<file path="config.mk">
export PLATFORM = sky130hd
export DESIGN_NAME = switch_mem_regs
export DESIGN_NICKNAME = d
export VERILOG_FILES = /design/src/rtl/switch_mem_regs.sv
export SDC_FILE = /design/constraint.sdc
export NUM_CORES = 1
export LEC_CHECK = 0
export ABC_AREA = 0
export ABC_CLOCK_PERIOD_IN_PS = 3000
export BUFFER_PORTS_ARGS = -buffer_cell sky130_fd_sc_hd__buf_2
export CORE_UTILIZATION = 50
export CTS_CLUSTER_DIAMETER = 80
export DETAILED_ROUTE_END_ITERATION = 8
export PLACE_DENSITY = 0.76
export SYNTH_ARGS = -nofsm -noshare
export SYNTH_HDL_FRONTEND = slang
export SYNTH_SLANG_ARGS = --single-unit
</file>
<file path="constraint.sdc">
create_clock -name clock -period 3 [get_ports clock]
set_clock_uncertainty 0.2 [all_clocks]
set_input_delay 0.15 -clock clock [delete_from_list [all_inputs] [get_ports clock]]
set_output_delay 0.15 -clock clock [all_outputs]
set_load 0.05 [all_outputs]
</file>
<file path="src/rtl/switch_mem_regs.sv">
`default_nettype none
// ============================================================================
// Module   : switch_mem_regs
// Brief    : Four 8-bit configuration registers behind a simple strobe-based
//            access port. Writes can be locked out, reads return data one
//            cycle later, accepted writes are counted (saturating), and a
//            duplicate detector flags any two registers holding equal values.
// Revision : 1.0 - initial release
// ============================================================================
module switch_mem_regs #(
    parameter logic [7:0] REG_RESET_VAL = 8'h00,
    parameter int         CNT_W         = 8
) (
    input  logic             clock,
    input  logic             reset,
    input  logic             mem_en,
    input  logic             mem_rd_wr,
    input  logic [1:0]       mem_add,
    input  logic [7:0]       mem_data,
    input  logic             cfg_lock,
    output logic [7:0]       rd_data,
    output logic             rd_valid,
    output logic             wr_err,
    output logic [31:0]      cfg_regs,
    output logic             dup_flag,
    output logic [CNT_W-1:0] wr_cnt
);

    localparam logic [CNT_W-1:0] c_CNT_ONE = CNT_W'(1);
    localparam logic [CNT_W-1:0] c_CNT_MAX = {CNT_W{1'b1}};

    logic [7:0]       r_regs [4];
    logic [7:0]       r_rd_data;
    logic             r_rd_valid;
    logic             r_wr_err;
    logic [CNT_W-1:0] r_wr_cnt;

    logic             w_rd_acc;
    logic             w_wr_ok;
    logic             w_wr_rej;
    logic             w_dup;

    // Decode the access taken at this edge; direction bit makes read and
    // write mutually exclusive, and the lock only matters for writes.
    assign w_rd_acc = mem_en & ~mem_rd_wr;
    assign w_wr_ok  = mem_en &  mem_rd_wr & ~cfg_lock;
    assign w_wr_rej = mem_en &  mem_rd_wr &  cfg_lock;

    // Register file, read port, status pulses and saturating write counter.
    always_ff @(posedge clock) begin
        if (reset) begin
            for (int i = 0; i < 4; i++) begin
                r_regs[i] <= REG_RESET_VAL;
            end
            r_rd_data  <= 8'h00;
            r_rd_valid <= 1'b0;
            r_wr_err   <= 1'b0;
            r_wr_cnt   <= '0;
        end else begin
            r_rd_valid <= w_rd_acc;
            r_wr_err   <= w_wr_rej;
            if (w_rd_acc) begin
                r_rd_data <= r_regs[mem_add];
            end
            if (w_wr_ok) begin
                r_regs[mem_add] <= mem_data;
                if (r_wr_cnt != c_CNT_MAX) begin
                    r_wr_cnt <= r_wr_cnt + c_CNT_ONE;
                end
            end
        end
    end

    // Duplicate detector over all six register pairs, straight from state.
    always_comb begin
        w_dup = 1'b0;
        for (int i = 0; i < 3; i++) begin
            for (int j = i + 1; j < 4; j++) begin
                if (r_regs[i] == r_regs[j]) begin
                    w_dup = 1'b1;
                end
            end
        end
    end

    generate
        for (genvar g = 0; g < 4; g++) begin : g_pack
            assign cfg_regs[8*g +: 8] = r_regs[g];
        end
    endgenerate

    assign rd_data  = r_rd_data;
    assign rd_valid = r_rd_valid;
    assign wr_err   = r_wr_err;
    assign wr_cnt   = r_wr_cnt;
    assign dup_flag = w_dup;

endmodule
`default_nettype wire
</file>
==> results.sh, run 1 <==
export IMPL_path_max_fanout=9
export IMPL_ys_async_sr_fraction_pct=0
export IMPL_die_area_um2=5649
export IMPL_tns_ns=0
export IMPL_coreArea_um2=5140
export IMPL_slew_violations=0
export IMPL_maxClockFrequency_ghz=0.4340
export IMPL_drt_initial_drc_count=105
export IMPL_rsz0062_at_grt="false"
export IMPL_cp_startpoint="cfg_lock"
export IMPL_required_ns=2.81
export IMPL_cts_buffers=5
export IMPL_r2r_start="wr_cnt[0]"
export IMPL_layout_drive_gt1_share_pct=29.58
export IMPL_gp_congestion=0.8652
export IMPL_netlist_instances=234
export IMPL_min_path_type="in -> reg"
export IMPL_ys_seq_area_share_pct=49.37
export IMPL_synth_cell_types=32
export IMPL_grt_ovfl_total=0
export IMPL_wl_per_cell_um=16.51
export IMPL_dp_hpwl_mm=4.598
export IMPL_setup_viol=0
export IMPL_syn_area_per_cell_um2=11.44
export IMPL_end_kind="flop"
export IMPL_grt_first_pass_wirelength_mm=9.915
export IMPL_worstPathCellList="dlygate4sd3_1 -> buf_2 -> and3b_2 -> nand2b_2 -> nor3b_2 -> or2_2"
export IMPL_fin_nets=326
export IMPL_yosysWarningCount=0
export IMPL_wl_mm=6.292
export IMPL_hold_violations=0
export IMPL_clock_latency_ns=0.32
export IMPL_path_class="in -> reg"
export IMPL_ir_worst_vdd_v=0.0003421
export IMPL_vias=2059
export IMPL_netlist_area_um2=2676
export IMPL_tightest_slew_ns=0.9936
export IMPL_slowest_stage="dlygate4sd3_1"
export IMPL_cts_path_max_buffers=2
export IMPL_portBuffers=65
export IMPL_grt_total_usage_pct=24.36
export IMPL_crit_path_max_incr_delay_ns=0.54
export IMPL_cts_setup_buffers=0
export IMPL_cts_root_buffer="clkbuf_8"
export IMPL_die_h_um=75.16
export IMPL_ios=66
export IMPL_rows=26
export IMPL_synth_edf_count=32
export IMPL_synth_seq_cells=50
export IMPL_drt_first_pass_iters=4
export IMPL_hold_path_startpoint="reset"
export IMPL_cts_tree="built"
export IMPL_hold_ws_ns=0.03816
export IMPL_ys_flop_type="edfxtp_1"
export IMPL_fin_crit_sh_pct=76.80
export IMPL_htree_levels=2
export IMPL_drc=0
export IMPL_status="completed"
export IMPL_grt_antenna_before_repair=0
export IMPL_critPathArrivalTime_ns=2.11
export IMPL_startpoint_type="primary input"
export IMPL_area_growth_pct=21.51
export IMPL_viasPerCell=5.404
export IMPL_syn_num_nets=250
export IMPL_period_needed_ns=2.304
export IMPL_cap_viol_max_count=0
export IMPL_grt_start_max_net_pins=25
export IMPL_die_w_um=75.16
export IMPL_ant_nets=0
export IMPL_num_antenna_cells=0
export IMPL_p_per_area_nw_per_um2=481.3
export IMPL_clock_sinks=50
export IMPL_p_leak_nw=1.290
export IMPL_max_slew_margin_rel_pct=33.25
export IMPL_grt_pass1_vias=1972
export IMPL_start_util_pct=52.07
export IMPL_clkTransAtPathRegs_ns=0.10
[area by class of cell]
class	count	area [µm²]
Multi-Input combinational cell	177	1320
Inverter	1	3.754
Clock inverter	3	25.02
Clock buffer	5	68.82
Tap cell	70	87.58
Sequential cell	50	1321
Timing Repair Buffer	75	425.4
Fill cell	448	1888
[timing repair]
action | 4_1_cts | 5_1_grt
hold buffers | 10 | 0
hold endpoints to repair | 33 | 0
gates resized for setup | 0 | 0
[cells by family (layout without fill, tap and decap cells)]
group | after synthesis | in the layout | share of synthesized area (%)
buf+inv | 7 | 84 | 1.309
fa+ha+maj | 1 | 1 | 0.4674
flops | 50 | 50 | 49.37
compound gates | 14 | 14 | 3.086
mux | 10 | 10 | 7.480
xor+xnor | 53 | 53 | 17.34
simple gates | 99 | 99 | 20.94
[state kept, by name, indices dropped and copies added (netlist names)]
| register | count |
|---|---|
| r_regs | 32 |
| rd_data | 8 |
| rd_valid | 1 |
| wr_cnt | 8 |
| wr_err | 1 |
[critical path, delay by kind of cell]
family                 cells  cell delay (ns)
buffers and inverters      2             0.68
AND/OR/NAND/NOR            4             1.27
[per-stage QoR]
stage	std cells	setup WS (ns)	utilization [%]	area, µm²	power [W]
floorplan	234	0.9861	-	2676	0.001067
global route	381	0.6201	63.27	3252	0.001627
detailed placement	363	0.9290	59.49	3058	0.001151
CTS	381	0.7159	63.27	3252	0.001571
finish	381	0.6960	63.27	3252	0.001565
global placement	363	0.8938	59.49	3058	0.001148
[final timing paths]
| check | depth (start not counted) | end | slack, ns |
|---|---|---|---|
| worst max-delay path | 6 | r_regs[1][0] | 0.70 |
| worst min-delay path | 2 | wr_cnt[7] | 0.04 |
| worst max register to register | 6 | wr_cnt[4] | 1.24 |
| worst min register to register | 2 | rd_data[4] | 0.26 |
[power breakdown]
part           switching (W)  total [W]  leakage, nW  internal (W)
clock network       0.000249   0.000418       0.0447      0.000169
logic               0.000213   0.000323        0.794      0.000110
registers          0.0000571   0.000824        0.452      0.000767
total               0.000519    0.00157         1.29       0.00105
[layout by cell type (no fill, tap or decap), types with 6 or more instances in the layout]
cell type / n
buf_2: 65
mux4_2: 8
dlygate4sd3_1: 10
and2_1: 32
nor4_1: 6
xnor2_1: 27
nand4_1: 8
dfxtp_1: 18
edfxtp_1: 32
xor2_1: 26
nor2_1: 15
nand2_1: 18
a21oi_1: 11
[metal layers]
layer  global-route usage [%]  wire length, µm  vias to the layer above
met5                        0                0                        -
met4                    9.465              140                        0
met3                    4.819              306                       11
met2                    40.24             3103                       66
met1                    31.83             2740                     1012
li1                         -                -                      970
[synthesized netlist by cell type, types with 2 or more instances]
library cell	number	area, µm²
mux4_2	8	180.2
clkbuf_1	3	11.26
dfxtp_1	18	360.4
and2_1	32	200.2
nand4_1	8	50.05
nor4_1	6	37.54
mux2i_1	2	20.02
nand3_1	4	20.02
nor3_1	2	10.01
nor2_1	15	56.30
a21oi_1	11	55.05
xor2_1	26	227.7
nand2_1	18	67.56
or2_2	3	18.77
nor3b_2	2	25.02
edfxtp_1	32	960.9
xnor2_1	27	236.5
and3_1	2	12.51
buf_4	2	15.01
Note: power is estimated with default switching activity, not from simulation.
==> inputs of run 2 (changes only) <==
--- a/config.mk
+++ b/config.mk
@@ -6,7 +6,7 @@
 export NUM_CORES = 1
 export LEC_CHECK = 0
 export ABC_AREA = 0
-export ABC_CLOCK_PERIOD_IN_PS = 3000
+export ABC_CLOCK_PERIOD_IN_PS = 2200
 export BUFFER_PORTS_ARGS = -buffer_cell sky130_fd_sc_hd__buf_2
 export CORE_UTILIZATION = 50
 export CTS_CLUSTER_DIAMETER = 80
==> constraint.sdc (replaced) <==
create_clock -name clock -period 2.2 [get_ports clock]
set_clock_uncertainty 0.2 [all_clocks]
set_input_delay 0.11 -clock clock [delete_from_list [all_inputs] [get_ports clock]]
set_output_delay 0.11 -clock clock [all_outputs]
set_load 0.05 [all_outputs]
==> run 2 against run 1 <==
  * First-iteration DRC count up 7.6%
  * Combinational power grew 45%
  * Sequential share of layout area is 1.5 points lower
  * Clock power rose by 81%
  * Register-to-register slack worse by 0.80 ns
  * Hold slack improved by 0.012 ns
  * Cell count rose by 2.6%
  * Die area unchanged
  * Global-route usage up 0.74 points
==> results.sh, run 2 (synthesis gave the netlist of run 1 again) <==
export IMPL_switching_power_w=0.0006828
export IMPL_final_cell_mix="buf_2 (64), and2_1 (32), edfxtp_1 (32)"
export IMPL_grtUsageMet1_pct=34.21
export IMPL_vias=2084
export IMPL_htree_levels=2
export IMPL_wl_mm=6.526
export IMPL_p_leak_nw=1.362
export IMPL_rows=26
export IMPL_required_ns=1.89
export IMPL_start_util_pct=52.07
export IMPL_die_w_um=75.16
export IMPL_ant_nets=0
export IMPL_place_ws_ns=0.3577
export IMPL_clock_sinks=50
export IMPL_largest_register="r_regs"
export IMPL_final_common_cell="buf_2"
export IMPL_fin_ws_ns=0.03865
export IMPL_tns_ns=0
export IMPL_max_slew_margin_rel_pct=76.09
export IMPL_cts_buffers=5
export IMPL_coreArea_um2=5140
export IMPL_drc=0
export IMPL_dp_hpwl_mm=4.586
export IMPL_fin_crit_sh_pct=98.24
export IMPL_grt_start_max_net_pins=24
export IMPL_switching_share_pct=29.20
export IMPL_grt_total_usage_pct=25.10
export IMPL_end_kind="output pin"
export IMPL_p_per_area_nw_per_um2=693.0
export IMPL_grt_first_pass_wirelength_mm=10.09
export IMPL_dpl_cell_area_um2=3095
export IMPL_drt_first_pass_iters=4
export IMPL_cts_path_max_buffers=2
export IMPL_die_h_um=75.16
export IMPL_setup_viol=0
export IMPL_min_path_type="in -> reg"
export IMPL_p_comb_share_pct=20.0
export IMPL_tightest_slew_ns=0.3587
export IMPL_fin_area_um2=3374
export IMPL_finalPower_w=0.002339
export IMPL_internal_power_w=0.001656
export IMPL_path_max_fanout=5
export IMPL_maxClockFrequency_ghz=0.4627
export IMPL_startpoint_type="flop"
export IMPL_fin_nets=336
export IMPL_busiest_layer="met2"
export IMPL_period_needed_ns=2.161
export IMPL_hold_violations=0
export IMPL_pwr_share_seq_pct=47.7
export IMPL_status="completed"
export IMPL_num_antenna_cells=0
export IMPL_grtUsageMet3_pct=4.685
export IMPL_path_class="reg -> out"
export IMPL_critPathArrivalTime_ns=1.85
export IMPL_die_area_um2=5649
export IMPL_wl_per_cell_um=16.69
export IMPL_grt_pass1_vias=1955
export IMPL_ios=66
export IMPL_clkTransAtPathRegs_ns=0.09
export IMPL_viasPerCell=5.330
export IMPL_grt_antenna_before_repair=0
export IMPL_slew_violations=0
export IMPL_cap_viol_max_count=0
export IMPL_grt_ovfl_total=0
export IMPL_clock_latency_ns=0.30
export IMPL_power_frac_clock_pct=32.3
export IMPL_gp_congestion=0.9237
export IMPL_area_growth_pct=26.09
export IMPL_ir_worst_vdd_v=0.0004895
export IMPL_cts_tree="built"
export IMPL_drt_initial_drc_count=113
export IMPL_largest_reg_flops=32
export IMPL_cts_root_buffer="clkbuf_8"
export IMPL_layout_drive_gt1_share_pct=31.78
export IMPL_portBuffers=65
export IMPL_grtUsageMet2_pct=40.44
==> run 2: what timing repair did <==
item	CTS	global route
endpoints found under the setup margin	0	1
hold buffers	10	0
buffers inserted	0	5
endpoints found under the hold margin	33	0
gates resized for setup	0	2
==> run 2: cell type report <==
cell class / count / area (µm²)
Tap cell: 70 / 87.58
Clock inverter: 3 / 63.81
Clock buffer: 5 / 68.82
Sequential cell: 50 / 1321
Multi-Input combinational cell: 177 / 1326
Timing Repair Buffer: 85 / 503.0
Inverter: 1 / 3.754
Fill cell: 433 / 1765
==> run 2: metal layers <==
| layer | vias up | routed length, µm |
|---|---|---|
| li1 | 989 | - |
| met1 | 1020 | 2966 |
| met2 | 69 | 3166 |
| met3 | 6 | 310 |
| met4 | 0 | 84 |
| met5 | - | 0 |
==> run 2: power by group through the flow <==
stage | Sequential (W) | Clock, W | Combinational, W
finish | 0.00111 | 0.000756 | 0.000468
global route | 0.00112 | 0.000804 | 0.000494
CTS | 0.00112 | 0.000767 | 0.000455
detailed placement | 0.00114 | 0 | 0.000441
global placement | 0.00114 | 0 | 0.000440
floorplan | 0.00129 | 0 | 0.000163
==> run 2: final timing paths <==
check,to,slack (ns),from,cells after the start
worst max-delay path,dup_flag,0.04,r_regs[0][7],5
worst min-delay path,rd_data[5],0.05,reset,3
worst max register to register,wr_cnt[1],0.44,wr_cnt[0],5
worst min register to register,rd_data[6],0.26,rd_data[6],2
==> run 2: metrics by stage <==
| stage | util (%) | hold WS (ns) | std cells |
|---|---|---|---|
| floorplan | - | 0.05796 | 234 |
| global placement | 60.22 | 0.1954 | 368 |
| detailed placement | 60.22 | 0.2034 | 368 |
| CTS | 64.75 | 0.04463 | 386 |
| global route | 65.65 | 0.06263 | 391 |
| finish | 65.65 | 0.05028 | 391 |
==> run 2: critical path: stages (launching register included) <==
cell      delay, ns
edfxtp_1       0.49
xor2_1         0.22
nor4_1         0.36
a21oi_1        0.11
nand3_1        0.12
clkbuf_4       0.24
